[src/rtl/song_sequencer.sv]
// ---------------------------------------------------------------------------
// song_sequencer
//
// Walks an external synchronous song ROM and hands {note, duration} pairs to
// the note player one entry at a time. It supports a configurable song count,
// song depth and field widths. It also provides loop mode, an end-of-song
// marker (an entry with duration 0), and a restart whenever the song select
// changes.
//
// Ports
//   clk            system clock
//   reset          synchronous, active-high reset
//   play_i         1 = keep issuing notes; 0 = pause at the next ROM fetch
//   loop_i         1 = wrap to entry 0 when the song ends
//   song_i         song select, sampled every cycle
//   note_done_i    1-cycle pulse from the note player: current note finished
//   rom_addr_o     {song_latched, index} ROM address
//   rom_data_i     {note, duration}; valid 1 cycle after rom_addr_o
//   note_o         registered note of the current entry
//   duration_o     registered duration of the current entry
//   new_note_o     1-cycle pulse: note_o/duration_o are newly valid
//   song_done_o    1-cycle pulse: end of song reached
//   note_index_o   index of the entry being played
// ---------------------------------------------------------------------------
module song_sequencer #(
  parameter int SONG_W = 2,
  parameter int IDX_W  = 5,
  parameter int NOTE_W = 6,
  parameter int DUR_W  = 6
) (
  input  logic                      clk,
  input  logic                      reset,
  input  logic                      play_i,
  input  logic                      loop_i,
  input  logic [SONG_W-1:0]         song_i,
  input  logic                      note_done_i,
  output logic [SONG_W+IDX_W-1:0]   rom_addr_o,
  input  logic [NOTE_W+DUR_W-1:0]   rom_data_i,
  output logic [NOTE_W-1:0]         note_o,
  output logic [DUR_W-1:0]          duration_o,
  output logic                      new_note_o,
  output logic                      song_done_o,
  output logic [IDX_W-1:0]          note_index_o
);

  typedef enum logic [2:0] {
    IDLE,
    FETCH,
    WAIT_ROM,
    SEND,
    WAIT_DONE,
    END,
    STOPPED
  } state_e;

  localparam logic [IDX_W-1:0] LAST_IDX = {IDX_W{1'b1}};

  state_e              state_q, state_d;
  logic [IDX_W-1:0]    index_q, index_d;
  logic [SONG_W-1:0]   song_q,  song_d;
  logic [NOTE_W-1:0]   note_q,  note_d;
  logic [DUR_W-1:0]    dur_q,   dur_d;
  logic                play_q;

  logic [NOTE_W-1:0]   rom_note;
  logic [DUR_W-1:0]    rom_dur;
  logic                song_change;
  logic                play_rise;

  assign rom_note = rom_data_i[NOTE_W+DUR_W-1:DUR_W];
  assign rom_dur  = rom_data_i[DUR_W-1:0];

  // IDLE is the state that adopts a new song, so a mismatch there is not a change.
  assign song_change = (state_q != IDLE) && (song_i != song_q);
  assign play_rise   = play_i && !play_q;

  always_comb begin
    // NOTE: every signal written here gets a default first so no path leaves
    // it unassigned; otherwise synthesis infers a latch.
    state_d = state_q;
    index_d = index_q;
    song_d  = song_q;
    note_d  = note_q;
    dur_d   = dur_q;

    if (song_change) begin
      // Song change outranks note_done and end handling; the current note is
      // abandoned without a song_done pulse.
      state_d = IDLE;
    end else begin
      unique case (state_q)
        IDLE: begin
          song_d  = song_i;
          index_d = '0;
          state_d = FETCH;
        end
        FETCH: begin
          state_d = WAIT_ROM;
        end
        WAIT_ROM: begin
          // rom_addr_o is stable while holding here, so recapturing every cycle
          // keeps the same data.
          note_d = rom_note;
          dur_d  = rom_dur;
          if (rom_dur == '0) begin
            state_d = END;
          end else if (play_i) begin
            state_d = SEND;
          end
        end
        SEND: begin
          state_d = WAIT_DONE;
        end
        WAIT_DONE: begin
          if (note_done_i) begin
            if (index_q == LAST_IDX) begin
              state_d = END;
            end else begin
              index_d = index_q + IDX_W'(1);
              state_d = FETCH;
            end
          end
        end
        END: begin
          if (loop_i) begin
            index_d = '0;
            state_d = FETCH;
          end else begin
            state_d = STOPPED;
          end
        end
        STOPPED: begin
          if (play_rise) begin
            state_d = IDLE;
          end
        end
        default: begin
          state_d = IDLE;
        end
      endcase
    end
  end

  always_ff @(posedge clk) begin
    // NOTE: sequential state uses non-blocking assignments so that every
    // register samples the values from before the clock edge.
    if (reset) begin
      state_q <= IDLE;
      index_q <= '0;
      song_q  <= '0;
      note_q  <= '0;
      dur_q   <= '0;
      play_q  <= 1'b0;
    end else begin
      state_q <= state_d;
      index_q <= index_d;
      song_q  <= song_d;
      note_q  <= note_d;
      dur_q   <= dur_d;
      play_q  <= play_i;
    end
  end

  // The pulses are decoded from single states, so they can never overlap and
  // each lasts exactly one cycle.
  assign new_note_o   = (state_q == SEND);
  assign song_done_o  = (state_q == END);
  assign rom_addr_o   = {song_q, index_q};
  assign note_o       = note_q;
  assign duration_o   = dur_q;
  assign note_index_o = index_q;

endmodule

[config.mk]
export PLATFORM = sky130hd
export DESIGN_NAME = song_sequencer
export DESIGN_NICKNAME = d
export VERILOG_FILES = /design/src/rtl/song_sequencer.sv
export SDC_FILE = /design/constraint.sdc
export NUM_CORES = 1
export LEC_CHECK = 0
export CORE_ASPECT_RATIO = 1.25
export CORE_MARGIN = 2
export CORE_UTILIZATION = 39
export DETAILED_ROUTE_END_ITERATION = 10
export PLACE_DENSITY = 0.82
export SETUP_SLACK_MARGIN = 0.4
export SYNTH_ARGS = -nofsm -noshare
export SYNTH_HDL_FRONTEND = slang
export SYNTH_SLANG_ARGS = --single-unit
[constraint.sdc]
create_clock -name clk -period 1.85 [get_ports clk]
set_input_delay 0.37 -clock clk [delete_from_list [all_inputs] [get_ports clk]]
set_output_delay 0.37 -clock clk [all_outputs]
set_load 0.005 [all_outputs]
==> impl_metrics.json, run 1 <==
{
  "wirelength_mm": 3.17,
  "finalClockSkew_ns": 0.00359,
  "p_leak_nw": 0.929,
  "final_cell_mix": "19 x buf_4, 18 x nor2_1, 18 x dlygate4sd2_1",
  "numCtsBuffers": 3,
  "crit_top_cell": "ha_4",
  "synthArstFlopShare": 0,
  "worst_pin_slew_ns": 0.422,
  "synth_warnings": 0,
  "ios": 45,
  "outcome": "complete, no violations",
  "placed_area_sq_um": 1670,
  "seqPwrFrac": 0.392,
  "cp_max_fo": 5,
  "max_stage_delay_ns": 0.37,
  "num_vias": 1143,
  "fmax_ghz": 0.553,
  "post_route_cells_drive_above_1_share": 0.393,
  "ant_nets": 0,
  "cts_buffer_depth": 2,
  "grt_max_degree": 16,
  "finalNetCount": 200,
  "cts_tree": "done",
  "drv_cap": 0,
  "power_density_nw_per_um2": 841,
  "synth-edff-count": 0,
  "cts.sinks": 23,
  "grt_setup_unrepaired": "true",
  "power_frac_clock": 0.150,
  "switching_power_mw": 0.567,
  "rows": 22,
  "crit_path_top_delay_cell": "dfxtp_4",
  "worstSetupEndpointType": "flip-flop",
  "clock_latency_ns": 0.31,
  "overflow": 0,
  "vias_per_cell": 5.34,
  "finalPower_mw": 1.57,
  "die_y_um": 64.8,
  "grt.total_usage": 0.187,
  "hold_path_class": "input pin to flip-flop",
  "start_util": 0.400,
  "die_width_um": 52.7,
  "swShare": 0.361,
  "hold_viol": 0,
  "layout.cells.most_common": "buf_4",
  "synth_cells": 118,
  "htree_levels": 1,
  "io_buffer_count": 44,
  "gp_congestion": 0.928,
  "p_int_mw": 1.00,
  "areaGrowthSynthToFinish_pct": 61.8,
  "clkSlewWorstSetupHoldPaths_ns": 0.13,
  "wl_per_cell_um": 14.8,
  "grt_pass1_wl_mm": 4.85,
  "place_inst": 196,
  "min_period_ns": 1.81,
  "synth_ff_type": "dfxtp_1",
  "grt_pass1_vias": 1113,
  "vdd_drop_max_uv": 563,
  "ys_seq_area_frac": 0.399,
  "combPwrFrac": 0.458,
  "drc": 0,
  "stdcell_count": 214,
  "firstDrtPassIters": 4,
  "fin_crit_sh": 0.978,
  "crit_type": "flip-flop to flip-flop",
  "cts-root-buf": "clkbuf_4",
  "drt-initial-drc-count": 46,
  "syn_avg_cell_area_sq_um": 9.79,
  "final_util": 0.646,
  "cp_num_buf_inv": 0,
  "ys_seq_elements": 23,
  "hold_buffers": 0,
  "coreArea_sq_um": 2890,
  "finalSetupViolations": 0,
  "dp_hpwl_mm": 2.20,
  "syn_area_sq_um": 1150,
  "antenna_cells": 0,
  "antenna_found_initial": 0,
  "cp.arrival_ns": 2.02,
  "maxSlewHeadroom": 0.718,
  "post-route-cell-area_sq_um": 1870,
  "path_cells": "ha_4 > and3_4 > ha_4 > nor3b_2 > o211ai_1 > a21o_1 > o311a_1",
  "synth_nets": 139,
  "dieArea_sq_um": 3420,
  "critPathRequiredTime_ns": 2.06,
  "slew_violations": 0,
  "ys_types": 38,
  "crit_family": "compound AO/OA/AOI/OAI gates",
  "start_kind": "flip-flop"
}
-- area by class of cell --
type,count,area (sq um)
multi-input cells,80,697
clock buffers,4,26.3
well taps,36,45.0
inverters,5,28.8
repair buffers,66,574
fillers,248,1020
flip-flops and latches,23,497
-- power by group through the flow --
stage	combinational [mW]	clock, mW	sequential, mW
detailed placement	0.559	0	0.617
global route	0.766	0.271	0.622
CTS	0.599	0.241	0.610
finish	0.720	0.236	0.615
floorplan	0.396	0	0.592
global placement	0.539	0	0.613
-- cell families (layout without fill, tap and decap cells) --
kind of cell / count (synthesis) / count (layout) / synth area share
AO/OA/AOI/OAI: 20 / 20 / 0.139
AND/OR/NAND/NOR: 42 / 42 / 0.206
adder cells (fa/ha/maj): 2 / 2 / 0.0217
flip-flops: 23 / 23 / 0.399
XOR/XNOR: 2 / 2 / 0.0282
buffers and inverters: 15 / 75 / 0.0856
multiplexers: 14 / 14 / 0.121
-- path summary, 6_finish.rpt --
kind                            slack, ns                      endpoint                          from  cells after the start
worst min register to register       0.50        note_o[3]$_SDFFE_PP0P_        note_o[3]$_SDFFE_PP0P_                      2
worst max-delay path                 0.04  note_index_o[3]$_SDFFE_PP0P_  note_index_o[1]$_SDFFE_PP0P_                      7
worst min-delay path                 0.31    duration_o[2]$_SDFFE_PP0P_                 rom_data_i[2]                      3
worst max register to register       0.04  note_index_o[3]$_SDFFE_PP0P_  note_index_o[1]$_SDFFE_PP0P_                      7
-- synthesized netlist by cell type (all sizes together) (3+ instances only) --
cell	instances	area, sq um
dfxtp	23	460
nor2	19	71.3
mux2i	14	140
buf	8	67.6
nor3	5	25.0
inv	4	15.0
nand4b	3	41.3
nor2b	3	18.8
o21ai	3	15.0
-- per-layer routing --
layer  vias to the layer above  share of wire  global-route usage
met2                        49           0.53               0.319
met3                         8          0.065              0.0346
met4                         0          0.014              0.0994
li1                        541              -                   -
met5                         -              0                   0
met1                       545           0.39               0.214
-- state kept, by name, indices dropped and copies added (netlist names) --
register and flops:
note_index_o 5, state_q 3, song_q 2, play_q 1, duration_o 6, note_o 6
-- worst min-delay path: stages --
cell     delay, ns
buf_2         0.09
mux2i_1       0.06
nor2_1        0.08
-- repair_timing --
| action | CTS | global route |
|---|---|---|
| setup endpoints to repair | 34 | 26 |
| pin swaps | 10 | 7 |
| buffers inserted | 6 | 7 |
| cloned | 0 | 1 |
| resized for setup | 68 | 23 |
-- metrics by stage --
stage               setup WS, ns  setup TNS (ns)  hold slack [ns]
floorplan                  0.159               0            0.488
global placement          -0.172          -0.301            0.478
detailed placement        -0.239          -0.597            0.487
CTS                       0.0437               0            0.311
global route             -0.0129         -0.0129            0.322
finish                    0.0410               0            0.313
No activity file was read; power rests on OpenSTA's default activity.
==> run 2: changes to the inputs <==
CAP_MARGIN = 0   (was not set)
==> results of run 2 <==
The final DEF is identical to that of run 1; final timing and power are the same.
